`src/rtl/aes_ctr_pkg.sv`:
```
// Shared AES-CTR definitions used by the round pipeline, counter generator and output stage.
package aes_ctr_pkg;
  localparam int unsigned AES_BLOCK_BITS = 128;
  typedef logic [AES_BLOCK_BITS-1:0] aes_block_t;
endpackage

```
`src/rtl/axis_skid_buffer.sv`:
```
// Two-entry registered buffer carrying {data, last}; the head entry drives the outputs directly.
module axis_skid_buffer #(
  parameter int unsigned WIDTH = 128
) (
  input  logic             clk,
  input  logic             rst_n,
  input  logic             i_flush,
  input  logic             i_push,
  input  logic [WIDTH-1:0] i_data,
  input  logic             i_last,
  output logic             o_space,
  output logic [WIDTH-1:0] o_data,
  output logic             o_last,
  output logic             o_valid,
  input  logic             i_ready
);

  logic [WIDTH-1:0] r_head_data;
  logic             r_head_last;
  logic             r_head_valid;
  logic [WIDTH-1:0] r_tail_data;
  logic             r_tail_last;
  logic             r_tail_valid;
  logic             w_pop;

  assign w_pop   = r_head_valid && i_ready;
  // Full only when the tail is occupied and nothing leaves this cycle.
  assign o_space = !r_tail_valid || i_ready;
  assign o_data  = r_head_data;
  assign o_last  = r_head_last;
  assign o_valid = r_head_valid;

  always_ff @(posedge clk or negedge rst_n) begin
    if (!rst_n) begin
      r_head_data  <= '0;
      r_head_last  <= 1'b0;
      r_head_valid <= 1'b0;
      r_tail_data  <= '0;
      r_tail_last  <= 1'b0;
      r_tail_valid <= 1'b0;
    end else if (i_flush) begin
      r_head_valid <= 1'b0;
      r_tail_valid <= 1'b0;
    end else if (r_tail_valid) begin
      if (w_pop) begin
        r_head_data  <= r_tail_data;
        r_head_last  <= r_tail_last;
        r_tail_data  <= i_data;
        r_tail_last  <= i_last;
        r_tail_valid <= i_push;
      end
    end else if (r_head_valid) begin
      if (w_pop && i_push) begin
        r_head_data <= i_data;
        r_head_last <= i_last;
      end else if (w_pop) begin
        r_head_valid <= 1'b0;
      end else if (i_push) begin
        r_tail_data  <= i_data;
        r_tail_last  <= i_last;
        r_tail_valid <= 1'b1;
      end
    end else if (i_push) begin
      r_head_data  <= i_data;
      r_head_last  <= i_last;
      r_head_valid <= 1'b1;
    end
  end

endmodule

```
`src/rtl/aes_ctr_output_stage.sv`:
```
// Final AES-CTR stage: joins plaintext with keystream, XORs to ciphertext, buffers and counts output beats.
module aes_ctr_output_stage
  import aes_ctr_pkg::*;
#(
  parameter int unsigned DATA_WIDTH = AES_BLOCK_BITS,
  parameter int unsigned CNT_WIDTH  = 32
) (
  input  logic                  clk,
  input  logic                  rst_n,
  input  logic [DATA_WIDTH-1:0] s_axis_tdata,
  input  logic                  s_axis_tvalid,
  input  logic                  s_axis_tlast,
  output logic                  s_axis_tready,
  input  logic [DATA_WIDTH-1:0] ks_tdata,
  input  logic                  ks_tvalid,
  output logic                  ks_tready,
  output logic [DATA_WIDTH-1:0] m_axis_tdata,
  output logic                  m_axis_tvalid,
  output logic                  m_axis_tlast,
  input  logic                  m_axis_tready,
  input  logic                  flush,
  output logic [CNT_WIDTH-1:0]  word_count,
  output logic [CNT_WIDTH-1:0]  packet_count
);

  logic                 r_run;
  logic [CNT_WIDTH-1:0] r_word_count;
  logic [CNT_WIDTH-1:0] r_packet_count;
  logic                 w_space;
  logic                 w_accept;
  logic                 w_push;
  logic                 w_pop;

  // r_run holds both ready outputs low while in reset and for the release cycle.
  always_ff @(posedge clk or negedge rst_n) begin
    if (!rst_n) r_run <= 1'b0;
    else        r_run <= 1'b1;
  end

  assign w_accept      = w_space && r_run && !flush;
  assign s_axis_tready = ks_tvalid && w_accept;
  assign ks_tready     = s_axis_tvalid && w_accept;
  assign w_push        = s_axis_tvalid && ks_tvalid && w_accept;
  assign w_pop         = m_axis_tvalid && m_axis_tready;

  axis_skid_buffer #(
    .WIDTH (DATA_WIDTH)
  ) u_skid (
    .clk     (clk),
    .rst_n   (rst_n),
    .i_flush (flush),
    .i_push  (w_push),
    .i_data  (s_axis_tdata ^ ks_tdata),
    .i_last  (s_axis_tlast),
    .o_space (w_space),
    .o_data  (m_axis_tdata),
    .o_last  (m_axis_tlast),
    .o_valid (m_axis_tvalid),
    .i_ready (m_axis_tready)
  );

  // Statistics wrap naturally at 2^CNT_WIDTH.
  always_ff @(posedge clk or negedge rst_n) begin
    if (!rst_n) begin
      r_word_count   <= '0;
      r_packet_count <= '0;
    end else if (flush) begin
      r_word_count   <= '0;
      r_packet_count <= '0;
    end else if (w_pop) begin
      r_word_count <= r_word_count + CNT_WIDTH'(1);
      if (m_axis_tlast) r_packet_count <= r_packet_count + CNT_WIDTH'(1);
    end
  end

  assign word_count   = r_word_count;
  assign packet_count = r_packet_count;

endmodule
```
`config.mk`:
```
export PLATFORM = sky130hd
export DESIGN_NAME = aes_ctr_output_stage
export DESIGN_NICKNAME = d
export VERILOG_FILES = /design/src/rtl/aes_ctr_pkg.sv /design/src/rtl/axis_skid_buffer.sv /design/src/rtl/aes_ctr_output_stage.sv
export SDC_FILE = /design/constraint.sdc
export NUM_CORES = 1
export LEC_CHECK = 0
export BUFFER_PORTS_ARGS = -buffer_cell sky130_fd_sc_hd__buf_2
export CAP_MARGIN = 20
export CORE_MARGIN = 5
export CORE_UTILIZATION = 51
export CTS_CLUSTER_DIAMETER = 50
export DETAILED_ROUTE_END_ITERATION = 16
export GPL_TIMING_DRIVEN = 0
export HOLD_SLACK_MARGIN = 0.05
export PLACE_DENSITY = 0.77
export RECOVER_POWER = 100
export SLEW_MARGIN = 15
export SYNTH_ARGS = -nofsm -noshare
export SYNTH_HDL_FRONTEND = slang
export SYNTH_SLANG_ARGS = --single-unit
```
`constraint.sdc`:
```
create_clock -name clk -period 5.92 [get_ports clk]
set_input_delay 0.592 -clock clk [delete_from_list [all_inputs] [get_ports clk]]
set_output_delay 0.592 -clock clk [all_outputs]
set_load 0.02 [all_outputs]
```
# [After elaboration in Yosys (flattened, before gate mapping)]
# Cells that the tools add are included.
[totals] reg_bits=325
[classes] n_bitwise=2 muxes=37 reduce_logical=19 addsub=2 n_eq_ne=5
[ops] operator="two-way mux 128 bit" count=10
[ops] operator="two-way mux 32 bit" count=5
[ops] operator="XOR 128 bit" count=1
[ops] operator="adder 32 x 1 -> 32 bit, second input constant" count=2
[ops] operator="two-way mux 1 bit" count=22
[ops] operator="logical AND 1 bit" count=8
[ops] operator="nonzero test 2 bit" count=4
[ops] operator="AND reduction 6 bit" count=1
[ops] operator="!= test 2 x 1 -> 1 bit, second input constant" count=2
[ops] operator="!= test 2 bit, second input constant" count=2
[ops] operator="AND reduction 4 bit" count=1
[ops] operator="!= test 3 bit, second input constant" count=1
[ops] operator="nonzero test 3 bit" count=1
[ops] operator="logical NOT 1 bit" count=2
[ops] operator="AND reduction 2 bit" count=1
[ops] operator="logical OR 1 bit" count=1
[ops] operator="NOT 1 bit" count=1

# [Logic depth before layout (Yosys ltp)]
# Gate-level depths: netlist (run 1).
[logic_depth] word_depth=11 depth_mapped=10 depth_no_buf=6

# [Modules after synthesis]
# A second synthesis (run 1) with hierarchy kept.
[unflattened] cells_unflattened=1831 area_unflattened_um2=18258.8
[by_module_without_submodules] module="axis_skid_buffer" instances=1 cells_per_inst=1326 seq_area_each_um2=6506.2 area_each_um2=13638.1
[by_module_without_submodules] module="aes_ctr_output_stage" instances=1 cells_per_inst=505 seq_area_each_um2=1626.6 area_each_um2=4620.7

# [Least setup slack after synthesis (run 1)]
# No wires, ideal clock.
[synth_path] path_type="input port to flip-flop" startpoint="input port m_axis_tready" endpoint="register r_word_count[31] (netlist: word_count[31])" t_arrival_ns=2.329 cell_stages=6 required_time_ns=5.842 path_buffers=1 path_slack_ns=3.514 cell_sequence="nand2_1 -> or4_1 -> buf_2 -> or4_4 -> or3_1 -> a21oi_1"
[synth_via] elab_chain_cells=2
[synth_rtl] element="start: declaration" line="aes_ctr_output_stage.sv:20" text="input logic m_axis_tready,"
[synth_rtl] element="logical AND 1 bit" line="aes_ctr_output_stage.sv:44" text="assign w_pop = m_axis_tvalid && m_axis_tready;"
[synth_rtl] element="nonzero test 2 bit (no source line)"
[synth_rtl] element="end signal: assignment" line="aes_ctr_output_stage.sv:71" text="r_word_count <= r_word_count + CNT_WIDTH'(1);"
[synth_rtl] element="end: declaration" line="aes_ctr_output_stage.sv:27" text="logic [CNT_WIDTH-1:0] r_word_count;"
# Every way passes these cells.
# A chain may end at the register's enable or synchronous reset.

==> results by group, run 1 <==
Run status
  – Status: finished, violations left
  – Failing checks: max-capacitance violations, max-slew violations

Critical path
  – Critical path required time: between 6 and 7 ns
  – Critical Path AT: 4.55 ns
  – Worst Setup End Kind: async pin
  – Crit path kind: input port to async pin
  – CP startpoint kind: input port
  – Worst-path fanout max: between 100 and 150

Floorplan
  – Die ar.: ~32000 um^2
  – # rows: 62
  – Core box area: between 20000 and 30000 um^2
  – # IOs: between 400 and 500
  – Die Wd: 180 um
  – Die Y: 180 um
  – Initial core utilization: between 50% and 60%

Detailed routing
  – DR vias: roughly 14000
  – Drt initial violations: roughly 900
  – WL/cell: 18.3 um
  – Remaining DRCs: 0
  – Final WL: between 40000 and 50000 um
  – DR pass1 iterations: 5
  – Vias/cell: 5.39
  – ANT nets after route: 0

Placement
  – Placed Cells: ~2500
  – Placed cell areas: 17600 um^2
  – Placer Congestion: ~0.9
  – DP HPWL: 34000 um
  – Buffers on Ports: approximately 460

Logic synthesis
  – Post-synthesis async set-or-reset flop share: 100%
  – Sequential area share after synthesis: between 50% and 60%
  – Synthesis-stage register bit count: 325
  – Synth unique cells: 37
  – Yosys warns: 0
  – Synth Instances: around 1600
  – Top cells by area, synth: dfrtp_1 (55%), xnor2_1 (9.2%), o21ai_0 (8.5%)
  – Top cell type's share of synthesized area: 55.3%
  – Count leader, synth: dfrtp_1
  – Mapped Avg Cell Area: ~9.1 um^2
  – Dominant synthesized flop cell: dfrtp_1
  – Number of flops mapped to enable cells by yosys: 0
  – Leading area contributor after synthesis: dfrtp_1
  – Syn_nets: around 1900
  – Mapped cell area: ~15000 um^2
  – Most common library cells after synthesis: dfrtp_1 (325), nand2_1 (278), o21ai_0 (250)

Pwr
  – Leakage power: 0.00848 uW
  – Total power: ~6100 uW
  – Pwr dens: roughly 330 nW/um^2
  – Worst IR Drop VDD: approximately 0.29 mV

Timing
  – Fmax: 254 MHz
  – Fin crit share: about two thirds
  – Final setup skew: 0.0122 ns
  – RSZ-0062 raised after global routing: false
  – Fin Setup TNS: 0 ns
  – Hold WS: about 0.35 ns
  – Rel. slew slack: -143%
  – Setup-failing EPs final: 0
  – Fin. Hold Viols: 0
  – Max-slew violation count: 74
  – Worst-Margin Slew: roughly 3.6 ns
  – Tmin final: roughly 4 ns

GRT
  – Global route overflow: 0
  – Largest net degree at the start of global routing: 104
  – Antenna violations before repair: 10
  – Total track usage: 27.5%
  – First-pass GRT wire length: roughly 73000 um
  – Vias in the first global route: roughly 14000

Clock tree
  – Clk slew on worst S/H paths: ~0.06 ns
  – Cts repair resizes: 0
  – Clk buf depth: 3
  – Sink Count: between 300 and 400
  – H-tree levels: 2
  – Root Buffer: clkbuf_16
  – Clock Latency Late Sink: ~0.51 ns
  – CTS tree: done
  – CTS buffer count: 38

Cells and area
  – Share of cells above drive strength 1: between 15 and 20%
  – Final instance area: between 15000 and 20000 um^2
  – Nets: 2375
  – Finished Layout Cells: 2529
  – Area Growth Syn to Fin: 26.9%

Flow run
  – Max Cap Viol: 2

Min path
  – Hold Crit Class: input port to flop
-- final timing paths --
check                                      to         startpoint  cells after the start  slack, ns
max in group clk             u_skid.o_data[5]     u_skid.o_valid                      9       2.43
setup / recovery            u_skid.o_data[55]              rst_n                      4       1.98
hold / removal             u_skid.r_tail_last       s_axis_tlast                      2       0.35
min in group asynchronous      word_count[17]              rst_n                      2       1.88
hold reg to reg             u_skid.o_data[26]  u_skid.o_data[26]                      2       0.48
setup reg to reg             u_skid.o_data[5]     u_skid.o_valid                      9       2.43
-- per-stage QoR --
step | utilization (%) | setup slack (ns)
floorplan | - | 3.51
global placement | 61.2 | -1.86
detailed placement | 61.5 | 2.27
CTS | 66.3 | 2.48
global route | 65.3 | 1.24
finish | 65.4 | 1.98
-- registers in the layout, indices dropped and copies added (netlist names) --
register and flops:
u_skid.o_last 1, u_skid.r_tail_data 128, u_skid.o_data 128, u_skid.r_tail_valid 1
r_run 1, u_skid.r_tail_last 1, packet_count 32, word_count 32
u_skid.o_valid 1
-- layer usage --
| metal | vias up | track usage, % | share of wire [%] |
|---|---|---|---|
| met5 | - | 0 | 0.095 |
| met4 | 8 | 8.17 | 2.9 |
| met3 | 106 | 6.93 | 8.1 |
| met2 | 600 | 47.6 | 51 |
| met1 | 6547 | 34.3 | 38 |
| li1 | 6379 | - | - |
-- critical path: stages --
cell           delay (ns)
dlygate4sd3_1        0.53
clkbuf_1             2.55
buf_16               0.31
buf_16               0.42
-- report_power, final --
| part | internal, uW | switching, uW | total [uW] |
|---|---|---|---|
| Combinational | 317 | 712 | 1030 |
| Sequential | 2450 | 142 | 2590 |
| Clock | 1560 | 942 | 2500 |
-- logic make-up (layout without fill, tap and decap cells) --
group           after synthesis  after routing  synth area share [%]
simple gates                585            585                  16.8
compound gates              403            403                  13.8
buf+inv                     107            638                  2.78
mux                           2              2                 0.145
fa+ha+maj                     2              2                 0.170
other cells                   1              6                0.0255
flops                       325            325                  55.3
xor+xnor                    184            184                  11.0
-- layout by cell type (no fill, tap or decap), types with 2 or more instances in the layout --
cell,n
inv_6,3
nand2b_1,2
bufinv_16,5
nor2_1,196
clkinv_2,6
nor4_1,11
a31oi_1,2
clkbuf_16,41
nand3_1,29
nor3b_1,2
nor3_1,12
or3_1,3
buf_2,261
dfrtp_1,325
xor2_1,30
xnor2_1,154
nor2b_1,6
ha_1,2
diode_2,5
o21ai_0,260
buf_1,3
and3_1,6
or4_1,4
nand4_1,27
clkbuf_8,6
nand2_1,278
inv_1,5
clkbuf_1,303
buf_16,3
a21oi_1,137
and4_1,6
o31ai_1,2
-- area by class of cell --
cell class / instances / area [um^2]
inverters: 5 / 18.8
clock buffers: 55 / 1140
well taps: 384 / 480
clock inverters: 15 / 214
diodes: 5 / 12.5
flip-flops and latches: 325 / 8130
multi-input cells: 1177 / 6140
repair buffers: 461 / 2130
plain buffers: 102 / 383
fillers: 2492 / 9890
-- repair_timing --
item	4_1_cts	5_1_grt
setup endpoints to repair	0	0
setup buffers	0	0
endpoints found under the hold margin	49	0
hold buffers	1	0
No activity file was read; power rests on OpenSTA's default activity.
==> run 2, diff against run 1 <==
Settings changed: CORE_UTILIZATION 51 to 47, PLACE_DENSITY 0.77 to 0.74.
Clock period 5.92 ns to 3.5 ns, I/O delays scaled along.
==> run 2 against run 1 <==
The flow still finishes with violations (max-capacitance violations, max-slew violations). Flip-flop and latch count stayed put. Register-to-register slack worse by 2.0 ns. Combinational power is 68% higher. Routed wire length is 0.24% higher. Largest cell class unchanged.
==> results by group, run 2 (synthesized netlist as in run 1, its figures left out) <==
Run status
  – Status: finished, violations left (unchanged)
  – Failing checks: max-capacitance violations, max-slew violations (unchanged)

Floorplan
  – # rows: 64 (was 62)
  – Die Wd: 187 um (was 180 um)
  – Die ar.: 34900 um^2 (was 32300 um^2)
  – Die Y: 187 um (was 180 um)
  – Core box area: 30700 um^2 (was 28500 um^2)
  – # IOs: 459 (unchanged)
  – Initial core utilization: 47.8% (was 51.5%)

Critical path
  – CP startpoint kind: flop (was input port)
  – Slowest cell on the critical path: clkbuf_1 (unchanged)
  – Critical Path AT: 3.48 ns (was 4.55 ns)
  – Critical path required time: 3.92 ns (was 6.54 ns)
  – Worst-path fanout max: 10 (was 103)
  – Reg2Reg Depth: 9 (unchanged)
  – Worst Setup End Kind: flop (was async pin)
  – Max incr delay on CP: 0.46 ns (was 2.55 ns)
  – CP most frequent cell: clkbuf_1 (was buf_16)
  – Crit path kind: flop to flop (was input port to async pin)
  – Worst-path cell chain: clkbuf_1, nor2b_1, or4_1, clkbuf_1, clkbuf_2, clkbuf_2, clkbuf_1, nand2_1, o21ai_0 (was dlygate4sd3_1, clkbuf_1, buf_16, buf_16)

Detailed routing
  – DR pass1 iterations: 5 (unchanged)
  – WL/cell: 18.3 um (about the same)
  – Final WL: 46400 um (was 46300 um)
  – ANT nets after route: 0 (unchanged)
  – Drt initial violations: 824 (was 926)
  – Remaining DRCs: 0 (unchanged)
  – DR vias: 13602 (was 13640)
  – Vias/cell: 5.36 (was 5.39)

Cells and area
  – Share of cells above drive strength 1: 15.5% (was 15.3%)
  – Nets: 2377 (was 2375)
  – Commonest non-fill, non-tap cell in the layout: dfrtp_1 (unchanged)
  – Area Growth Syn to Fin: 26.8% (was 26.9%)
  – Commonest cells after routing, fill and taps aside: dfrtp_1 (325), clkbuf_1 (300), nand2_1 (278) (was dfrtp_1 (325), clkbuf_1 (303), nand2_1 (278))

Placement
  – Placer Congestion: 0.877 (was 0.889)
  – Buffers on Ports: 457 (unchanged)
  – Setup WS pre-CTS: 0.0411 ns (was 2.27 ns)
  – DP HPWL: 34500 um (was 34000 um)

Clock tree
  – Sink Count: 325 (unchanged)
  – CTS buffer count: 39 (was 38)
  – Clk buf depth: 3 (unchanged)
  – Root Buffer: clkbuf_16 (unchanged)
  – CTS tree: done (unchanged)
  – Clk slew on worst S/H paths: 0.06 ns (about the same)
  – H-tree levels: 2 (unchanged)
  – Post-CTS Setup Bufs: 0 (unchanged)
  – Clock Latency Late Sink: 0.51 ns (about the same)

Timing
  – Hold WS: 0.104 ns (was 0.347 ns)
  – RSZ-0062 raised after global routing: false (unchanged)
  – Fin crit share: ~87%
  – Final setup skew: 0.0146 ns (was 0.0122 ns)
  – Rel. slew slack: -24.0% (was -143%)
  – Tmin final: 3.06 ns
  – Setup ws final: 0.440 ns (was 1.98 ns)
  – Fmax: 327 MHz
  – Setup-failing EPs final: 0 (unchanged)
  – Max-slew violation count: 30 (was 74)
  – Worst-Margin Slew: 1.86 ns (was 3.64 ns)
  – Fin. Hold Viols: 0 (unchanged)

Min path
  – Hold Path Stages: 2 (unchanged)
  – Hold Crit Class: input port to flop (unchanged)

GRT
  – Vias in the first global route: 13649 (was 13728)
  – Largest net degree at the start of global routing: 107 (was 104)
  – Global route overflow: 0 (unchanged)
  – Antenna violations before repair: 3 (was 10)
  – First-pass GRT wire length: 74100 um (was 72700 um)
  – Total track usage: 25.9% (was 27.5%)

Pwr
  – Total power: 10200 uW (was 6120 uW)
  – Worst IR Drop VDD: 0.392 mV (was 0.287 mV)
  – Pwr dens: 548 nW/um^2 (was 328 nW/um^2)
  – Leakage power: 0.00846 uW (was 0.00848 uW)

Flow run
  – Max Cap Viol: 1 (was 2)
[run 2: worst paths after layout]
check	startpoint	endpoint	slack, ns
worst max-delay path	u_skid.o_valid	u_skid.o_data[73]	0.44
worst min-delay path	s_axis_tlast	u_skid.r_tail_last	0.10
worst max register to register	u_skid.o_valid	u_skid.o_data[73]	0.44
worst min register to register	u_skid.o_data[94]	u_skid.o_data[94]	0.48
max in group asynchronous	rst_n	u_skid.r_tail_data[53]	0.86
min in group asynchronous	rst_n	word_count[17]	0.90
[run 2: per-stage QoR]
stage	std cells	setup TNS, ns	util, %	cell area [um^2]
floorplan	1609	0	-	14700
global placement	2462	-1306.51	56.8	17500
detailed placement	2465	0	57.1	17600
CTS	2537	0	61.5	18900
global route	2539	0	60.6	18600
finish	2539	0	60.6	18600
[run 2: layer usage]
| layer | part of all wire (%) | routed length, um | track usage (%) |
|---|---|---|---|
| met5 | 0.028 | 13 | 0 |
| met4 | 2.5 | 1160 | 7.00 |
| met3 | 7.4 | 3410 | 5.23 |
| met2 | 50 | 23400 | 44.3 |
| met1 | 40 | 18400 | 33.9 |
[run 2: worst max-delay path, delay by kind of cell (launching register included)]
kind,cells,cell delay [ns]
buf+inv,5,1.94
simple gates,3,0.51
flops,1,0.40
compound gates,1,0.11
[run 2: power breakdown]
part           leakage [uW]  internal (uW)  total (uW)  switching [uW]
combinational       0.00345            536        1730            1190
sequential          0.00437           4140        4380             246
clock              0.000645           2510        4090            1590
total               0.00846           7180       10200            3030
[run 2: timing repair]
action                     4_1_cts  5_1_grt
hold buffers                     1        0
hold endpoints to repair        29        0
gates resized for setup          1        2
setup endpoints to repair        2        8
[run 2: final cells by class]
type,instances,area [um^2]
fill,2713,12100
sequential,325,8130
multi-input combinational,1177,6140
timing repair buffer,462,2140
clock buffer,54,1130
tap,396,495
buffer,102,387
clock inverter,17,186
inverter,5,18.8
antenna,1,2.50
==> run 3, diff against run 2 <==
Settings changed: CORE_ASPECT_RATIO from default to 2.
==> run 3 against run 2 <==
The flow still finishes with violations (max-capacitance violations, max-slew violations). Count of clock-buffer cells in the layout down 8. Largest power group unchanged. Critical path type unchanged. Clock skew is 0.00072 ns higher. Sequential power about the same. Core utilization down 1.3 points. Non-clock buffer count unchanged. Worst hold slack better by 0.00099 ns. Die area is 0.62% higher. Global-route usage hardly changed. First-iteration DRC count is 7.9% lower. Register-to-register slack got worse by 0.31 ns. Sequential share of layout area increased by 0.77 points.
==> results by group, run 3 (synthesized netlist as in run 1, its figures left out) <==
Clock tree
  – Clk slew on worst S/H paths: 0.07 ns (was 0.06 ns)
  – CTS buffer count: 31 (was 39)
  – Root Buffer: clkbuf_16 (unchanged)
  – Sink Count: 325 (unchanged)
  – CTS tree: done (unchanged)
  – H-tree levels: 1 (was 2)
  – Clock Latency Late Sink: 0.57 ns (was 0.51 ns)
  – Clk buf depth: 3 (unchanged)
  – Post-CTS Setup Bufs: 0 (unchanged)

Cells and area
  – Util after Layout: 59.4% (was 60.6%)
  – Finished Layout Cells: 2545 (was 2539)
  – Fill cells: 2824 (was 2713)
  – Share of cells above drive strength 1: 14.9% (was 15.5%)
  – Nets: 2369 (was 2377)
  – Antenna diodes: 0 (was 1)
  – Commonest non-fill, non-tap cell in the layout: dfrtp_1 (unchanged)
  – Area Growth Syn to Fin: 24.6% (was 26.8%)
  – Commonest cells after routing, fill and taps aside: dfrtp_1 (325), clkbuf_1 (301), nand2_1 (278) (was dfrtp_1 (325), clkbuf_1 (300), nand2_1 (278))

Timing
  – Fin Setup TNS: 0 ns (unchanged)
  – Rel. slew slack: -20.1% (was -24.0%)
  – Max-slew violation count: 73 (was 30)
  – RSZ-0062 raised after global routing: false (unchanged)
  – Fmax: 297 MHz (was 327 MHz)
  – Setup-failing EPs final: 0 (unchanged)
  – Worst-Margin Slew: 1.79 ns (was 1.86 ns)
  – Fin. Hold Viols: 0 (unchanged)
  – Tmin final: 3.37 ns (was 3.06 ns)
  – Hold WS: 0.105 ns (was 0.104 ns)
  – Fin crit share: 96.2% (was 87.4%)
  – Final setup skew: 0.0153 ns (was 0.0146 ns)

GRT
  – Largest net degree at the start of global routing: 96 (was 107)
  – Global route overflow: 0 (unchanged)
  – Antenna violations before repair: 0 (was 3)
  – First-pass GRT wire length: 72700 um (was 74100 um)
  – Vias in the first global route: 13892 (was 13649)
  – Total track usage: 25.9% (about the same)

Floorplan
  – Core box area: 30900 um^2 (was 30700 um^2)
  – Die ar.: 35100 um^2 (was 34900 um^2)
  – # IOs: 459 (unchanged)
  – # rows: 91 (was 64)
  – Die Wd: 135 um (was 187 um)
  – Die Y: 260 um (was 187 um)
  – Initial core utilization: 47.6% (was 47.8%)

Critical path
  – Reg-to-reg critical path endpoint: packet_count[30] (was u_skid.o_data[73])
  – CP startpoint kind: flop (unchanged)
  – Reg2reg start: u_skid.o_valid (unchanged)
  – Reg2reg setup slack: 0.13 ns (was 0.44 ns)
  – Critical Path AT: 3.79 ns (was 3.48 ns)
  – Worst Setup End Kind: flop (unchanged)
  – Critical path required time: 3.92 ns (about the same)
  – Worst-path fanout max: 10 (unchanged)
  – Crit path kind: flop to flop (unchanged)
  – Reg2Reg Depth: 6 (was 9)

Pwr
  – Total power: 9350 uW (was 10200 uW)
  – Sequential Power Share: 46.8% (was 43.0%)
  – Int Pwr: 6440 uW (was 7180 uW)
  – Worst IR Drop VDD: 0.387 mV (was 0.392 mV)
  – Net Switching: 2910 uW (was 3030 uW)
  – Pwr dens: 510 nW/um^2 (was 548 nW/um^2)
  – Net Sw Frac: 31.1% (was 29.6%)
  – Clock group share of total power: 34.6% (was 40.1%)
  – Leakage power: 0.00829 uW (was 0.00846 uW)
  – Share of total power in combinational logic: 18.6% (was 16.9%)

Detailed routing
  – Remaining DRCs: 0 (unchanged)
  – Final WL: 46800 um (was 46400 um)
  – Metal-1 WL: 16500 um (was 18400 um)
  – Routed met3 length: 2640 um (was 3410 um)
  – WL/cell: 18.4 um (was 18.3 um)
  – Max Used Layer: met4 (was met5)
  – ANT nets after route: 0 (unchanged)
  – DR vias: 13547 (was 13602)
  – Vias/cell: 5.32 (was 5.36)
  – DR pass1 iterations: 6 (was 5)
  – Met2 wire len: 25700 um (was 23400 um)
  – Drt initial violations: 759 (was 824)

Flow run
  – Max Cap Viol: 2 (was 1)

Min path
  – Worst Hold End: u_skid.r_tail_data[69] (was u_skid.r_tail_last)
  – Hold Crit Class: input port to flop (unchanged)
  – Hold Path Stages: 3 (was 2)
  – Hold Crit Start: s_axis_tdata[69] (was s_axis_tlast)

Run status
  – Failing checks: max-capacitance violations, max-slew violations (unchanged)
  – Status: finished, violations left (unchanged)

Placement
  – DP HPWL: 36000 um (was 34500 um)
  – Placer Congestion: 0.899 (was 0.877)
  – Placed Cells: 2487 (was 2465)
  – Buffers on Ports: 457 (unchanged)
## run 3: power groups by stage
| stage | Sequential, uW | Combinational (uW) | Clock [uW] |
|---|---|---|---|
| floorplan | 4830 | 529 | 0 |
| global placement | 4410 | 1810 | 0 |
| detailed placement | 4420 | 1850 | 0 |
| CTS | 4360 | 1860 | 3280 |
| global route | 4410 | 1920 | 3430 |
| finish | 4370 | 1740 | 3240 |
## run 3: what timing repair did
item                                    in CTS  in global routing
endpoints found under the hold margin       62                  0
gates resized for setup                      1                  2
hold buffers                                 2                  0
endpoints found under the setup margin      52                 42
## run 3: area by class of cell
class                           count  area [um^2]  area share (%)
Buffer                            102          385            2.10
Clock buffer                       46          892            4.87
Clock inverter                     10         73.8           0.403
Inverter                            5         18.8           0.102
Multi-Input combinational cell   1177         6140            33.5
Sequential cell                   325         8130            44.4
Tap cell                          418          523            2.86
Timing Repair Buffer              462         2150            11.7
## run 3: worst max path at each step
stage / slack [ns] / endpoint / depth (start not counted) / start
after floorplan: 1.16 / word_count[31] / 6 / word_count[3]
after global placement: -3.95 / u_skid.o_data[59] / 1 / rst_n
after detailed placement: -0.19 / u_skid.o_data[74] / 10 / flush
after CTS: 0.10 / u_skid.o_data[71] / 9 / u_skid.o_valid
after global routing: 0.11 / u_skid.o_data[59] / 9 / u_skid.o_valid
final: 0.13 / packet_count[30] / 6 / u_skid.o_valid
## run 3: stage by stage
step	worst slack [ns]	instance area, um^2
floorplan	1.16	14700
global placement	-3.95	17500
detailed placement	-0.189	17600
CTS	0.104	18600
global route	0.110	18300
finish	0.134	18300
## run 3: metal layers
layer / vias up / global-route usage, %
met2: 552 / 48.5
met4: 0 / 11.5
li1: 6347 / -
met3: 104 / 3.72
met5: - / 0
met1: 6544 / 28.6
## run 3: worst max-delay path, stage by stage, from the launching register on
cell	delay (ns)
dfrtp_1	0.40
clkbuf_1	0.34
a31oi_1	0.28
nor4_1	1.50
nand3_1	0.36
xnor2_1	0.23
nor2b_1	0.13
